===== src/rtl/pipe_stage_reg_if.sv =====
// Handshake, flush/redirect and status bundle for one pipeline stage register.
// The stage itself uses the slave modport; the producer/consumer side uses master.
interface pipe_stage_reg_if #(
    parameter int DATA_W = 96,
    parameter int ADDR_W = 32,
    parameter int CNT_W  = 16
);
    logic              in_valid;
    logic              in_ready;
    logic [DATA_W-1:0] in_data;
    logic              flush;
    logic [ADDR_W-1:0] flush_addr;
    logic              out_valid;
    logic              out_ready;
    logic [DATA_W-1:0] out_data;
    logic              redirect_valid;
    logic [ADDR_W-1:0] redirect_addr;
    logic [1:0]        occupancy;
    logic [CNT_W-1:0]  stall_cnt;

    modport master (
        output in_valid, in_data, flush, flush_addr, out_ready,
        input  in_ready, out_valid, out_data, redirect_valid, redirect_addr,
               occupancy, stall_cnt
    );

    modport slave (
        input  in_valid, in_data, flush, flush_addr, out_ready,
        output in_ready, out_valid, out_data, redirect_valid, redirect_addr,
               occupancy, stall_cnt
    );
endinterface


===== src/rtl/pipe_stage_reg.sv =====
// Two-entry (main + skid) pipeline stage register with flush/redirect and a
// saturating back-pressure counter. in_ready depends only on registered state.
module pipe_stage_reg #(
    parameter int                DATA_W = 96,
    parameter int                ADDR_W = 32,
    parameter logic [DATA_W-1:0] BUBBLE = {DATA_W{1'b0}},
    parameter int                CNT_W  = 16
) (
    input  logic                  clk,
    input  logic                  reset,
    pipe_stage_reg_if.slave       bus
);
    logic              r_main_valid;
    logic [DATA_W-1:0] r_main_data;
    logic              r_skid_valid;
    logic [DATA_W-1:0] r_skid_data;
    logic [1:0]        r_occupancy;
    logic              r_redirect_valid;
    logic [ADDR_W-1:0] r_redirect_addr;
    logic [CNT_W-1:0]  r_stall_cnt;

    logic              w_in_ready;
    logic              w_in_fire;
    logic              w_out_fire;
    logic              w_main_valid_nx;
    logic [DATA_W-1:0] w_main_data_nx;
    logic              w_skid_valid_nx;
    logic [DATA_W-1:0] w_skid_data_nx;

    assign w_in_ready = !r_skid_valid && !reset;
    assign w_in_fire  = bus.in_valid && w_in_ready;
    assign w_out_fire = r_main_valid && bus.out_ready;

    // Next-state selection for the main/skid entries; flush overrides everything.
    always_comb begin
        w_main_valid_nx = r_main_valid;
        w_main_data_nx  = r_main_data;
        w_skid_valid_nx = r_skid_valid;
        w_skid_data_nx  = r_skid_data;
        if (bus.flush) begin
            w_main_valid_nx = 1'b0;
            w_main_data_nx  = BUBBLE;
            w_skid_valid_nx = 1'b0;
            w_skid_data_nx  = BUBBLE;
        end else if (!r_main_valid) begin
            if (w_in_fire) begin
                w_main_valid_nx = 1'b1;
                w_main_data_nx  = bus.in_data;
            end else begin
                w_main_valid_nx = 1'b0;
            end
        end else if (w_out_fire) begin
            if (r_skid_valid) begin
                // skid is older than any new input, so it drains first
                w_main_data_nx  = r_skid_data;
                w_skid_valid_nx = 1'b0;
                w_skid_data_nx  = BUBBLE;
            end else if (w_in_fire) begin
                w_main_data_nx  = bus.in_data;
            end else begin
                w_main_valid_nx = 1'b0;
                w_main_data_nx  = BUBBLE;
            end
        end else if (w_in_fire) begin
            w_skid_valid_nx = 1'b1;
            w_skid_data_nx  = bus.in_data;
        end else begin
            w_skid_valid_nx = r_skid_valid;
        end
    end

    // Entry storage, occupancy and redirect registers.
    always_ff @(posedge clk or posedge reset) begin
        if (reset) begin
            r_main_valid     <= 1'b0;
            r_main_data      <= BUBBLE;
            r_skid_valid     <= 1'b0;
            r_skid_data      <= BUBBLE;
            r_occupancy      <= 2'd0;
            r_redirect_valid <= 1'b0;
            r_redirect_addr  <= {ADDR_W{1'b0}};
        end else begin
            r_main_valid     <= w_main_valid_nx;
            r_main_data      <= w_main_data_nx;
            r_skid_valid     <= w_skid_valid_nx;
            r_skid_data      <= w_skid_data_nx;
            r_occupancy      <= {1'b0, w_main_valid_nx} + {1'b0, w_skid_valid_nx};
            r_redirect_valid <= bus.flush;
            if (bus.flush) begin
                r_redirect_addr <= bus.flush_addr;
            end else begin
                r_redirect_addr <= r_redirect_addr;
            end
        end
    end

    // Saturating back-pressure counter; only reset clears it, flush does not.
    always_ff @(posedge clk or posedge reset) begin
        if (reset) begin
            r_stall_cnt <= {CNT_W{1'b0}};
        end else if (r_main_valid && !bus.out_ready && (r_stall_cnt != {CNT_W{1'b1}})) begin
            r_stall_cnt <= r_stall_cnt + {{(CNT_W-1){1'b0}}, 1'b1};
        end else begin
            r_stall_cnt <= r_stall_cnt;
        end
    end

    assign bus.in_ready       = w_in_ready;
    assign bus.out_valid      = r_main_valid;
    assign bus.out_data       = r_main_data;
    assign bus.redirect_valid = r_redirect_valid;
    assign bus.redirect_addr  = r_redirect_addr;
    assign bus.occupancy      = r_occupancy;
    assign bus.stall_cnt      = r_stall_cnt;
endmodule


===== src/flat_wrapper.sv =====
// flat-port wrapper written by rule: the top's interface ports become plain ports
module pipe_stage_reg_flat 
#(
    parameter int                DATA_W = 96,
    parameter int                ADDR_W = 32,
    parameter logic [DATA_W-1:0] BUBBLE = {DATA_W{1'b0}},
    parameter int                CNT_W  = 16
)
  (clk, reset, bus_in_valid, bus_in_data, bus_flush, bus_flush_addr, bus_out_ready, bus_in_ready, bus_out_valid, bus_out_data, bus_redirect_valid, bus_redirect_addr, bus_occupancy, bus_stall_cnt);
  pipe_stage_reg_if #(.DATA_W(DATA_W), .ADDR_W(ADDR_W), .CNT_W(CNT_W)) bus_i ();
  input  logic clk;
  input  logic reset;
  input wire logic [$bits(bus_i.in_valid)-1:0] bus_in_valid;
  input wire logic [$bits(bus_i.in_data)-1:0] bus_in_data;
  input wire logic [$bits(bus_i.flush)-1:0] bus_flush;
  input wire logic [$bits(bus_i.flush_addr)-1:0] bus_flush_addr;
  input wire logic [$bits(bus_i.out_ready)-1:0] bus_out_ready;
  output wire logic [$bits(bus_i.in_ready)-1:0] bus_in_ready;
  output wire logic [$bits(bus_i.out_valid)-1:0] bus_out_valid;
  output wire logic [$bits(bus_i.out_data)-1:0] bus_out_data;
  output wire logic [$bits(bus_i.redirect_valid)-1:0] bus_redirect_valid;
  output wire logic [$bits(bus_i.redirect_addr)-1:0] bus_redirect_addr;
  output wire logic [$bits(bus_i.occupancy)-1:0] bus_occupancy;
  output wire logic [$bits(bus_i.stall_cnt)-1:0] bus_stall_cnt;
  assign bus_i.in_valid = bus_in_valid;
  assign bus_i.in_data = bus_in_data;
  assign bus_i.flush = bus_flush;
  assign bus_i.flush_addr = bus_flush_addr;
  assign bus_i.out_ready = bus_out_ready;
  assign bus_in_ready = bus_i.in_ready;
  assign bus_out_valid = bus_i.out_valid;
  assign bus_out_data = bus_i.out_data;
  assign bus_redirect_valid = bus_i.redirect_valid;
  assign bus_redirect_addr = bus_i.redirect_addr;
  assign bus_occupancy = bus_i.occupancy;
  assign bus_stall_cnt = bus_i.stall_cnt;
  pipe_stage_reg #(.DATA_W(DATA_W), .ADDR_W(ADDR_W), .BUBBLE(BUBBLE), .CNT_W(CNT_W)) u_core (.clk(clk), .reset(reset), .bus(bus_i));
endmodule

===== config.mk =====
export PLATFORM = sky130hd
export DESIGN_NAME = pipe_stage_reg_flat
export DESIGN_NICKNAME = d
export VERILOG_FILES = /design/src/rtl/pipe_stage_reg_if.sv /design/src/rtl/pipe_stage_reg.sv /design/src/flat_wrapper.sv
export SDC_FILE = /design/constraint.sdc
export NUM_CORES = 1
export LEC_CHECK = 0
export ABC_CLOCK_PERIOD_IN_PS = 7150
export BUFFER_PORTS_ARGS = -buffer_cell sky130_fd_sc_hd__buf_2
export CAP_MARGIN = 20
export CORE_ASPECT_RATIO = 1.4
export CORE_UTILIZATION = 40
export CTS_CLUSTER_DIAMETER = 80
export DETAILED_ROUTE_END_ITERATION = 8
export PLACE_DENSITY = 0.67
export SLEW_MARGIN = 5
export SYNTH_ARGS = -nofsm -noshare
export SYNTH_HDL_FRONTEND = slang
export SYNTH_SLANG_ARGS = --single-unit

===== constraint.sdc =====
create_clock -name clk -period 7.15 [get_ports clk]
set_clock_uncertainty 0.1 [all_clocks]
set_input_delay 0.715 -clock clk [delete_from_list [all_inputs] [get_ports clk]]
set_output_delay 0.715 -clock clk [all_outputs]
set_load 0.005 [all_outputs]

==> results.md <==
- Status: complete, no violations
- Initial DRC count: 415
- Wire per inst: 19.1 um
- Clock sinks: 245
- Avg Cell Area, Syn: 12.2 um2
- Req. time, crit path: 7.41 ns
- Share of post-route cells with drive strength above 1: 38.8%
- Depth of the most critical reg-to-reg path: 7
- RSZ-0062 raised after global routing: false
- Vias in the first global route: 7872
- Global route overflow: 0
- Num CTS Buffers: 26
- Setup WS pre-CTS: 2.74 ns
- CP Max Fanout: 65
- Largest buffer count on any clock path: 3
- HP Class: in2async
- Commonest non-fill, non-tap cell in the layout: buf_2
- Most frequent cells in the layout: buf_2, dfrtp_1, nand2_1, a22oi_1, a22o_1
- Cells after Synth: 804
- Seq/Total Area, Yosys: 62.4%
- Sw Ratio: 25.6%
- Fin util: 51.1%
- Largest net degree at the start of global routing: 98
- Power Internal: 0.00236 W
- Yosys reg bits: 245
- Combinational Power Share: 11.1%
- CP Launch Type: primary input
- Max_cap viols: 0
- Core area: 24100 um2
- FP Rows: 67
- DRT Pass-1 Iters: 5
- Root Driver: clkbuf_16
- # setup viols final: 0
- Vias: 7642
- Routed wire length: 26600 um
- CP endpoint kind: flop
- Setup TNS: 0 ns
- Cts hold-fix bufs: 0
- Sequential power share: 48.3%
- Worst skew pair latency: 0.53 ns
- Post-CTS Resized: 0
- Yosys warns: 0
- I/O Pins: 282
- Slew Viols, Final: 0
- CTS clk-pin slew, worst paths: 0.06 ns
- Synth cell types: 34
- Syn_nets: 939
- Die area: 25200 um2
- Worst-margin pin slew: 0.940 ns
- Hold Vio Cnt, Final: 0
- Initial antenna violation count: 6
- Worst VDD drop: 260 uV
- Peak Freq: 282 MHz
- Area growth syn-to-layout: 25.2%
- Nets: 1191
- Port bufs: 281
- Routed vias/inst: 5.49
- CTS tree: built
- PnR Total Power: 0.00317 W
- Die height: 187 um
- HPWL Detailed: 16100 um
- Final worst path period need: 3.55 ns
- H-tree lvl count: 1
- Leakage: 6.28 nW
- Post-CTS Setup Repair Bufs: 0
- Worst EP arrival: 3.81 ns
- WS Path Type: in2reg
- Share of total power in the clock network: 40.6%
- Initial Util: 40.8%
- DRC: 0
- Max-slew headroom: 37.3%
- Crit share post-route: 49.6%
- DP Area: 11400 um2
- GRT Overall Usage: 21.1%
- Sw power: 0.000812 W
- Synthesized area: 9820 um2
- Die X: 134 um
- Power Density: 258 nW/um2
- First-pass GRT wire length: 42500 um
- DRT antenna net count: 0
- Final instance area: 12300 um2
- Routability cong.: 0.794
- Final worst setup slack: 3.60 ns
==> cell usage after synthesis (all sizes together) <==
library cell  instances  share of area, %
dfrtp               245                62
nand2               105               4.0
o21ai                98               6.5
a22o                 96               8.6
a22oi                96               7.3
clkbuf               53               2.0
mux2                 33               3.8
buf                  18               1.2
xor2                 15               1.3
nor3                  7              0.41
nor4                  6              0.38
nand4                 5              0.32
nand3                 4              0.20
a21oi                 3              0.15
nor2                  3              0.11
ha                    2              0.25
inv                   2             0.076
or2                   2              0.13
a31oi                 1             0.064
and2                  1             0.064
nand2b                1             0.064
nor2b                 1             0.064
nor3b                 1             0.076
nor4b                 1             0.089
o21a                  1             0.076
o21bai                1             0.076
or3                   1             0.064
or3b                  1             0.089
or4                   1             0.076
==> per-layer routing <==
layer	wire [um]	vias to the layer above	share of wire, %	track usage [%]
met5	0	-	0	0
met4	765	0	2.9	7.39
met3	1660	52	6.2	4.01
met2	13500	260	51	36.4
met1	10700	3861	40	26.1
li1	-	3469	-	-
==> path summary, 6_finish.rpt <==
path                                         start                      end  slack [ns]
setup / recovery                         bus_flush  u_core.bus.out_data[79]        3.60
hold / removal                               reset     u_core.bus.out_valid        0.30
setup reg to reg              u_core.bus.out_valid  u_core.bus.out_data[79]        3.72
hold reg to reg            u_core.bus.out_data[64]  u_core.bus.out_data[64]        0.37
max in group asynchronous                    reset  u_core.bus.out_data[61]        5.11
min in group clk                   bus_in_data[95]   u_core.r_skid_data[95]        0.32
==> power groups by stage <==
stage               clock network, W  logic (W)  registers (W)
global route                 0.00139   0.000390        0.00154
global placement                   0   0.000349        0.00155
CTS                          0.00133   0.000356        0.00153
detailed placement                 0   0.000355        0.00155
floorplan                          0   0.000170        0.00155
finish                       0.00129   0.000352        0.00153
==> area by class of cell <==
cell class | instances | area, um2
fillers | 2188 | 11800
clock inverters | 11 | 61.3
clock buffers | 37 | 753
multi-input cells | 486 | 3410
diodes | 6 | 15.0
repair buffers | 295 | 1530
inverters | 2 | 11.3
well taps | 310 | 388
flip-flops and latches | 245 | 6130
==> sequential cells by signal, indices dropped and copies added, names as in the netlist <==
register and cells:
u_core.bus.out_valid 1, u_core.bus.redirect_valid 1, u_core.bus.occupancy 2, u_core.bus.stall_cnt 16, u_core.bus.redirect_addr 32, u_core.r_skid_valid 1
u_core.r_skid_data 96, u_core.bus.out_data 96
==> per-stage QoR <==
stage / cells / hold WS [ns]
finish: 1392 / 0.296
global route: 1390 / 0.296
CTS: 1385 / 0.293
detailed placement: 1337 / 0.361
global placement: 1337 / 0.357
floorplan: 804 / 0.373
==> critical path, stage by stage <==
cell and delay, ns:
buf_2 0.39, a21oi_1 0.31, o21a_4 0.16, buf_4 0.36
buf_16 0.30, or2_4 0.54, buf_4 0.71, o21ai_0 0.23
==> kinds of logic (layout without fill, tap and decap cells) <==
kind of cell / count (synthesis) / in the layout / share of synthesized area (%)
compound gates: 296 / 296 / 22.8
mux: 33 / 33 / 3.78
flops: 245 / 245 / 62.4
buf+inv: 73 / 345 / 3.29
xor+xnor: 15 / 15 / 1.34
fa+ha+maj: 2 / 2 / 0.255
simple gates: 140 / 140 / 6.15
other cells: 0 / 6 / 0
(Power assumes the default switching activity.)
